===== src/rtl/snake_dir_input.sv =====
// ============================================================================
// snake_dir_input: synchronise and debounce the four direction buttons, latch
// the latest press and commit it on the game step tick, rejecting reversals.
// Revision: 1.0
// ============================================================================
`default_nettype none

module snake_dir_input #(
  parameter int DEBOUNCE_CYCLES = 250000,
  parameter int CNT_W           = 18
) (
  input  logic       clk,
  input  logic       reset,
  input  logic       up,
  input  logic       down,
  input  logic       left,
  input  logic       right,
  input  logic       tick,
  output logic [1:0] dir_o,
  output logic       turn_o,
  output logic       any_press_o
);

  localparam logic [CNT_W-1:0] CNT_MAX = CNT_W'(DEBOUNCE_CYCLES - 1);

  // Bit i of every button vector carries direction code i.
  logic [3:0]       btn_w;
  logic [3:0]       sync1_q, sync2_q;
  logic [3:0]       stable_q, stable_d;
  logic [3:0]       stable_dly_q;
  logic [CNT_W-1:0] cnt_q [4];
  logic [CNT_W-1:0] cnt_d [4];
  logic [3:0]       press_w;
  logic [1:0]       req_q, req_d;
  logic             req_valid_q, req_valid_d;
  logic [1:0]       dir_q, dir_d;
  logic             turn_q, turn_d;
  logic             any_q;
  logic             accept_w;

  assign btn_w = {right, left, down, up};

  always_comb begin
    stable_d = stable_q;
    for (int i = 0; i < 4; i++) begin
      cnt_d[i] = '0;
      if (sync2_q[i] != stable_q[i]) begin
        if (cnt_q[i] == CNT_MAX) begin
          stable_d[i] = sync2_q[i];
        end else begin
          cnt_d[i] = cnt_q[i] + 1'b1;
        end
      end
    end
  end

  assign press_w  = stable_q & ~stable_dly_q;
  assign accept_w = tick && req_valid_q && (req_q != dir_q) &&
                    (req_q != {dir_q[1], ~dir_q[0]});

  // The tick judges the old request; a press in the same cycle becomes the
  // next pending request rather than being dropped.
  always_comb begin
    req_d       = req_q;
    req_valid_d = req_valid_q;
    dir_d       = dir_q;
    turn_d      = 1'b0;
    if (accept_w) begin
      dir_d  = req_q;
      turn_d = 1'b1;
    end
    if (tick) begin
      req_valid_d = 1'b0;
    end
    if (press_w != 4'b0000) begin
      req_valid_d = 1'b1;
      if (press_w[0])      req_d = 2'b00;
      else if (press_w[1]) req_d = 2'b01;
      else if (press_w[2]) req_d = 2'b10;
      else                 req_d = 2'b11;
    end
  end

  always_ff @(posedge clk) begin
    if (reset) begin
      sync1_q      <= '0;
      sync2_q      <= '0;
      stable_q     <= '0;
      stable_dly_q <= '0;
      for (int i = 0; i < 4; i++) cnt_q[i] <= '0;
      any_q        <= 1'b0;
      req_q        <= 2'b11;
      req_valid_q  <= 1'b0;
      dir_q        <= 2'b11;
      turn_q       <= 1'b0;
    end else begin
      sync1_q      <= btn_w;
      sync2_q      <= sync1_q;
      stable_q     <= stable_d;
      stable_dly_q <= stable_q;
      for (int i = 0; i < 4; i++) cnt_q[i] <= cnt_d[i];
      any_q        <= |stable_d;
      req_q        <= req_d;
      req_valid_q  <= req_valid_d;
      dir_q        <= dir_d;
      turn_q       <= turn_d;
    end
  end

  assign dir_o       = dir_q;
  assign turn_o      = turn_q;
  assign any_press_o = any_q;

endmodule

`default_nettype wire


===== config.mk =====
export PLATFORM = sky130hd
export DESIGN_NAME = snake_dir_input
export DESIGN_NICKNAME = d
export VERILOG_FILES = /design/src/rtl/snake_dir_input.sv
export SDC_FILE = /design/constraint.sdc
export NUM_CORES = 1
export LEC_CHECK = 0
export ABC_CLOCK_PERIOD_IN_PS = 4400
export CORE_UTILIZATION = 47
export DETAILED_ROUTE_END_ITERATION = 16
export HOLD_SLACK_MARGIN = 0.06
export PLACE_DENSITY = 0.75
export SYNTH_ARGS = -nofsm -noshare
export SYNTH_HDL_FRONTEND = slang
export SYNTH_SLANG_ARGS = --single-unit

===== constraint.sdc =====
create_clock -name clk -period 4.4 [get_ports clk]
set_input_delay 0.66 -clock clk [delete_from_list [all_inputs] [get_ports clk]]
set_output_delay 0.66 -clock clk [all_outputs]
set_load 0.01 [all_outputs]

Word-level counts from Yosys, hierarchy flattened
Memories as Yosys holds them, arrays and structs flattened. Index checks and enable logic that the tools add are counted.

Register bits after elaboration: 23. Bits in writable memories: 72. Output and inout port bits: 4. Logic and storage cells: 66. Memories kept: 1.

Memory list: cnt_q (words 4, bits a word 18, read ports 4, clocked after memory_dff 0, wr ports 4, line 31) `logic [CNT_W-1:0] cnt_q [4];`.

Add/sub/neg operators: 4. Eq/ne operators: 10. Multiplexer cells: 29. Bitwise logic cells: 7. Reductions and logical operators: 6.

Operator list (count): $mux 18 (12); $add 18x1->18 const B (4); $eq 18x18->1 const B (4); $mux 1 (15); $and 4x4->4 (1); $mux 2 (2); $ne 1x1->1 (4); $ne 2x2->1 (2); $not 4->4 (1); $or 1x1->1 (4); $reduce_bool 4->1 (1); $reduce_or 4->1 (1); $logic_and 1x1->1 (3); $reduce_bool 2->1 (1); $not 1->1 (1).

Depth between registers and ports, before layout
Gate-level depths: netlist (run 1).

Word-level depth: 5. Depth in mapped cells: 8.

Worst setup path before layout (run 1)
Ideal clock, no wire load.

Path type: input-to-reg. Start point: input port reset. End point: memory cnt_q[1][16]. Library setup time: 0.064 ns. Arrival: 1.630 ns. Path slack: 2.706 ns. Stages: 6. Buffers on the path: 3. Cell sequence: clkbuf_1 nand2b_1 or2_2 buf_4 buf_4 nor2_1.

RTL lines: start: declaration (line 13) `input logic reset,`; end: declaration (line 31).

==> flow_summary.toml, run 1 <==
[outcome]
status = "complete, no violations"

[synthesis]
yosysWarnings = 0
synth.distinct_cells = 40
syn_area_per_cell_um2 = 9.00
ys_seq_area_share_pct = 47.9
synthSimpleGateAreaFrac_pct = 29.3
synth_mux_area_share_pct = 1.01
synth-compound-area-share_pct = 1.73
synth_top_family_by_area = "simple AND/OR/NAND/NOR gates"
synthesis.area_mm2 = 0.00397
synth-xor-area-share_pct = 15.2
synthCells = 441
synthAdderAreaFrac_pct = 1.26
syn_nets = 452
synth_seq_cells = 95

[sta]
rsz0062_at_grt = "no"
finalSetupTns_ns = 0
finalSetupViolCount = 0
skew_ns = 0.0131
timing.final.crit_share_pct = 53.0
final_hold_viol_count = 0
fmax_mhz = 429
drv_slew = 0
worstMarginPinSlew_ns = 0.851
fin_crit_ns = 2.33
slew_headroom_pct = 43.1

[die]
dieWidth_um = 93.9
ioPinCount = 11
start_util_pct = 48.5
core_area_mm2 = 0.00818
die_y_um = 93.9
placementRows = 33
dieArea_mm2 = 0.00881

[cts]
post_cts_buffers = 0
tritoncts = "yes"
numCtsBuffers = 9
cts-htree-levels = 3
cts-resized-gates = 0
clk_path_buf_depth = 2
cts_sinks = 95
hold_buffers = 0
cts-root-buf = "clkbuf_8"
path_clk_slew_ns = 0.09
clkLatencyLatePin_ns = 0.35

[critical_path]
crit_buf_inv = 1
critPathArrivalTime_ns = 2.55
critical_path.top_delay_family = "buffers and inverters"
slowest_delay_ns = 1.02
r2r-end = "cnt_q[3][5]$_SDFF_PP0_"
crit_fanout = 27
crit_path_top_delay_cell = "clkdlybuf4s50_1"
reg2reg_depth = 6
reg2reg_from = "cnt_q[3][0]$_SDFF_PP0_"
end_kind = "flop"
reg2reg_slack_ns = 2.49
critical_path.most_common_cell = "nand2b_1"
crit_type = "in2reg"
start_kind = "input pin"
path_cells = "clkdlybuf4s50_1 > nand2b_1 > nand2b_1 > nor2_1"
cp.required_ns = 4.61

[place]
port_buffers = 10
gp_congestion = 0.752
place_hpwl_um = 4140

[cells_and_area]
nets = 461
fillers = 731
final_cell_mix = "nor2_1 (101), dfxtp_1 (95), xnor2_1 (45), xor2_1 (24), nand2_1 (24)"
num_antenna_cells = 0
area_growth_pct = 8.99
final_common_cell = "nor2_1"
drive_above_1_share_pct = 5.93

[route]
wl_um = 6080
routedWlPerCell_um = 10.9
drc = 0
viasPerCell = 4.88
vias = 2732
final_antenna_net_count = 0
drtIter0Drc = 59
firstDrtPassIters = 4

[power]
power_mw = 1.47
leakage_nw = 1.34
powerDensity_mw_per_mm2 = 340
ir_drop_mv = 0.153

[global_routing]
grt_pass1_wl_um = 10600
grt_overflow_total = 0
antenna_found_initial = 0
grt_use_total_pct = 15.1
grt_pass1_vias = 2505
grt_max_degree = 28

[worst_hold_path]
whs_endpoint = "sync2_q[3]$_SDFF_PP0_"
worstHoldStart = "sync1_q[3]$_SDFF_PP0_"
min_path_cells = 1
hold_path.class = "reg2reg"

[flow_run]
cap_violations = 0
-- sequential cells by signal, indices dropped and copies added, names as in the netlist --
register and cells:
any_press_o 1, cnt_q 72, dir_o 2, req_q 2, req_valid_q 1, stable_dly_q 4
stable_q 4, sync1_q 4, sync2_q 4, turn_o 1
-- how the worst max path moves through the flow --
stage	end	from	slack (ns)	cells after the start
2_1_floorplan	cnt_q[1][16]$_SDFF_PP0_	reset	2.71	6
3_3_place_gp	cnt_q[3][12]$_SDFF_PP0_	reset	1.75	4
3_5_place_dp	cnt_q[3][5]$_SDFF_PP0_	reset	1.70	4
4_1_cts	cnt_q[3][5]$_SDFF_PP0_	reset	2.08	4
5_1_grt	cnt_q[3][17]$_SDFF_PP0_	reset	1.90	4
6_report	cnt_q[3][5]$_SDFF_PP0_	reset	2.07	4
-- where the power goes --
part | internal (mW) | leakage (nW) | total, mW | switching (mW)
registers | 0.864 | 0.767 | 0.866 | 0.00215
clock network | 0.270 | 0.0982 | 0.582 | 0.313
logic | 0.00929 | 0.479 | 0.0205 | 0.0112
total | 1.14 | 1.34 | 1.47 | 0.326
-- cell families after synthesis --
kind of cell             after synthesis
AND/OR/NAND/NOR                      230
AO/OA/AOI/OAI                         10
XOR/XNOR                              69
multiplexers                           4
adder cells (fa/ha/maj)                4
flip-flops                            95
buffers and inverters                 29
-- per-layer routing --
metal | track usage [%] | routed length [um] | vias up
li1 | - | - | 1464
met1 | 19.8 | 3170 | 1234
met2 | 24.0 | 2710 | 28
met3 | 2.91 | 137 | 6
met4 | 6.92 | 63 | 0
met5 | 0 | 0 | -
-- final cells by class --
class	count	area, um2	share of cell area (%)
Timing Repair Buffer	10	100	2.31
Clock buffer	9	124	2.86
Tap cell	105	131	3.04
Sequential cell	95	1900	44.0
Multi-Input combinational cell	317	1920	44.5
Clock inverter	7	78.8	1.82
Inverter	17	63.8	1.48
-- stage by stage --
stage / setup slack (ns) / instance area [um2] / std cells / utilization, % / hold slack, ns
2_1_floorplan: 2.71 / 3970 / 441 / - / 0.414
3_3_place_gp: 1.75 / 4120 / 544 / 50.4 / 0.418
3_5_place_dp: 1.70 / 4120 / 544 / 50.4 / 0.426
4_1_cts: 2.08 / 4320 / 560 / 52.9 / 0.448
5_1_grt: 1.90 / 4320 / 560 / 52.9 / 0.462
6_report: 2.07 / 4320 / 560 / 52.9 / 0.442
-- Yosys cell counts --
cell type  count  area share, %
buf_4          6            1.1
xor2_1        24            5.3
and3_1         5           0.79
o21a_1         1           0.19
a41oi_1        1           0.22
o21ai_0        3           0.38
nand2_1       24            2.3
a311o_1        1           0.25
nor4b_1        4           0.88
buf_2          2           0.25
inv_1         17            1.6
nand3_1       21            2.6
nand3b_1       1           0.19
nor3_2         2           0.50
a31oi_1        1           0.16
nor2_4         1           0.28
xnor2_1       45            9.9
a21boi_0       1           0.19
nor4b_2        1           0.38
or2_1          2           0.32
nor4_2         1           0.32
buf_6          1           0.28
nand4_1       11            1.7
nor2_2         1           0.16
nand4_2        1           0.32
clkbuf_1       3           0.28
nor3_1         9            1.1
nor2b_1       13            2.0
mux2i_1        4            1.0
nor2_1       101            9.6
or2_2          3           0.47
a21oi_1        1           0.13
or4_4          1           0.28
nor4_1         9            1.4
and4_1         8            1.8
a211o_1        1           0.22
nand2b_1      10            1.6
ha_1           4            1.3
or3b_1         1           0.22
dfxtp_1       95             48
Power figures use the tool's default switching activity.
==> run 2, diff against run 1 <==
--- a/config.mk
+++ b/config.mk
@@ -5,11 +5,11 @@
 export SDC_FILE = /design/constraint.sdc
 export NUM_CORES = 1
 export LEC_CHECK = 0
-export ABC_CLOCK_PERIOD_IN_PS = 4400
+export ABC_CLOCK_PERIOD_IN_PS = 2100
 export CORE_UTILIZATION = 47
 export DETAILED_ROUTE_END_ITERATION = 16
 export HOLD_SLACK_MARGIN = 0.06
-export PLACE_DENSITY = 0.75
+export PLACE_DENSITY = 0.78
 export SYNTH_ARGS = -nofsm -noshare
 export SYNTH_HDL_FRONTEND = slang
 export SYNTH_SLANG_ARGS = --single-unit
==> constraint.sdc (replaced) <==
create_clock -name clk -period 2.1 [get_ports clk]
set_input_delay 0.315 -clock clk [delete_from_list [all_inputs] [get_ports clk]]
set_output_delay 0.315 -clock clk [all_outputs]
set_load 0.01 [all_outputs]
==> run 2 against run 1 <==
Compared with the run above:
- flip-flop and latch count unchanged
- global-route usage increased by 0.69 points
- die area unchanged
- count of clock-buffer cells in the layout increased by 3
- cell area increased by 0.49%
- clock skew decreased by 0.0018 ns
- core utilization increased by 0.26 points
- worst hold slack improved by 0.0011 ns
- routed wire length increased by 5.8%
- first-iteration DRC count increased by 20%
==> flow_summary.toml, run 2 (synthesis gave the netlist of run 1 again) <==
[outcome]
status = "complete, no violations"

[global_routing]
grt_max_degree = 28
antenna_found_initial = 0
grt_pass1_vias = 2667
grt_overflow_total = 0
grt_use_total_pct = 15.8
grt_pass1_wl_um = 11100

[cells_and_area]
final_common_cell = "nor2_1"
final_cells = 562
area_growth_pct = 9.52
nets = 464
drive_above_1_share_pct = 5.91
fin_area_mm2 = 0.00435
num_antenna_cells = 0
largest_register = "cnt_q"
largest_reg_flops = 72
final_cell_mix = "nor2_1 (101), dfxtp_1 (95), xnor2_1 (45), xor2_1 (24), nand2_1 (24)"

[critical_path]
r2r-end = "cnt_q[2][3]$_SDFF_PP0_"
crit_path_top_delay_cell = "or2_1"
start_kind = "flop"
path_cells = "nor4_1 > nand2_1 > nor4_2 > or2_1 > nor2_1"
cp.required_ns = 2.32
critPathArrivalTime_ns = 2.10
slowest_delay_ns = 0.52
reg2reg_slack_ns = 0.22
crit_type = "reg2reg"
end_kind = "flop"
reg2reg_from = "cnt_q[2][13]$_SDFF_PP0_"
crit_fanout = 17
reg2reg_depth = 5

[power]
leakage_nw = 1.36
powerDensity_mw_per_mm2 = 695
ir_drop_mv = 0.310

[cts]
cts-root-buf = "clkbuf_8"
clk_path_buf_depth = 2
cts_sinks = 95
numCtsBuffers = 9
tritoncts = "yes"
hold_buffers = 0
post_cts_buffers = 0
path_clk_slew_ns = 0.09
cts-resized-gates = 0
cts-htree-levels = 3
clkLatencyLatePin_ns = 0.35

[die]
start_util_pct = 48.5
ioPinCount = 11
placementRows = 33
dieWidth_um = 93.9
die_y_um = 93.9
dieArea_mm2 = 0.00881
core_area_mm2 = 0.00818

[route]
vias = 2806
firstDrtPassIters = 4
viasPerCell = 4.99
final_antenna_net_count = 0
drtIter0Drc = 71
drc = 0
routedWlPerCell_um = 11.4
wl_um = 6430

[worst_hold_path]
hold_path.class = "reg2reg"
worstHoldStart = "sync1_q[0]$_SDFF_PP0_"
min_path_cells = 1
whs_endpoint = "sync2_q[0]$_SDFF_PP0_"

[sta]
fin_crit_ns = 1.88
rsz0062_at_grt = "no"
fin_hold_ws_ns = 0.443
drv_slew = 0
slew_headroom_pct = 62.1
finalSetupViolCount = 0
skew_ns = 0.0113
fmax_mhz = 531
finalSetupTns_ns = 0
timing.final.crit_share_pct = 89.7
worstMarginPinSlew_ns = 0.569
final_hold_viol_count = 0

[place]
place_hpwl_um = 4530
place_inst = 547
gp_congestion = 0.761
post_dp_cell_area_mm2 = 0.00416
port_buffers = 10

[flow_run]
cap_violations = 0
-- run 2: cell count changes in the layout (fill, tap and decap cells not counted) --
cell        previous run  this run
buf_4                  0         2
clkbuf_1               0         2
clkinvlp_4             2         0
inv_6                  2         0
buf_12                 0         1
clkbuf_8               9        10
clkinv_4               0         1
inv_8                  1         0
-- run 2: worst max path at each step --
stage                                  startpoint                       to  slack, ns
final                     cnt_q[2][13]$_SDFF_PP0_   cnt_q[2][3]$_SDFF_PP0_       0.22
after global routing      cnt_q[2][13]$_SDFF_PP0_  cnt_q[2][17]$_SDFF_PP0_       0.04
after CTS                 cnt_q[2][11]$_SDFF_PP0_   cnt_q[2][3]$_SDFF_PP0_       0.18
after detailed placement  cnt_q[2][11]$_SDFF_PP0_  cnt_q[2][17]$_SDFF_PP0_       0.21
after global placement                      reset  cnt_q[2][16]$_SDFF_PP0_       0.26
after floorplan            cnt_q[1][0]$_SDFF_PP0_  cnt_q[1][16]$_SDFF_PP0_       0.44
-- run 2: layout make-up --
cell class	instances	area, um2
Clock buffer	12	145
Clock inverter	3	43.8
Fill cell	740	3830
Inverter	17	63.8
Multi-Input combinational cell	317	1920
Sequential cell	95	1900
Tap cell	105	131
Timing Repair Buffer	13	135
-- run 2: critical path, delay by kind of cell, from the launching register on --
kind          cells  cell delay, ns
simple gates      5            1.40
flops             1            0.35
-- run 2: routing by layer --
layer	up-vias	track usage (%)	share of wire (%)
li1	1468	-	-
met1	1295	18.6	48
met2	34	27.2	48
met3	9	4.69	2.9
met4	0	5.64	1.1
met5	-	0	0
-- run 2: stage by stage --
stage	power [mW]	setup slack (ns)	utilization, %
after global placement	1.90	0.259	50.8
final	3.02	0.217	53.2
after floorplan	1.89	0.442	-
after global routing	3.13	0.0432	53.2
after detailed placement	1.90	0.214	50.8
after CTS	3.05	0.181	53.2
-- run 2: report_power, final --
group	switching (mW)	internal, mW	leakage (nW)
clock	0.581	0.578	0.0964
combinational	0.0238	0.0236	0.497
sequential	0.00489	1.81	0.767
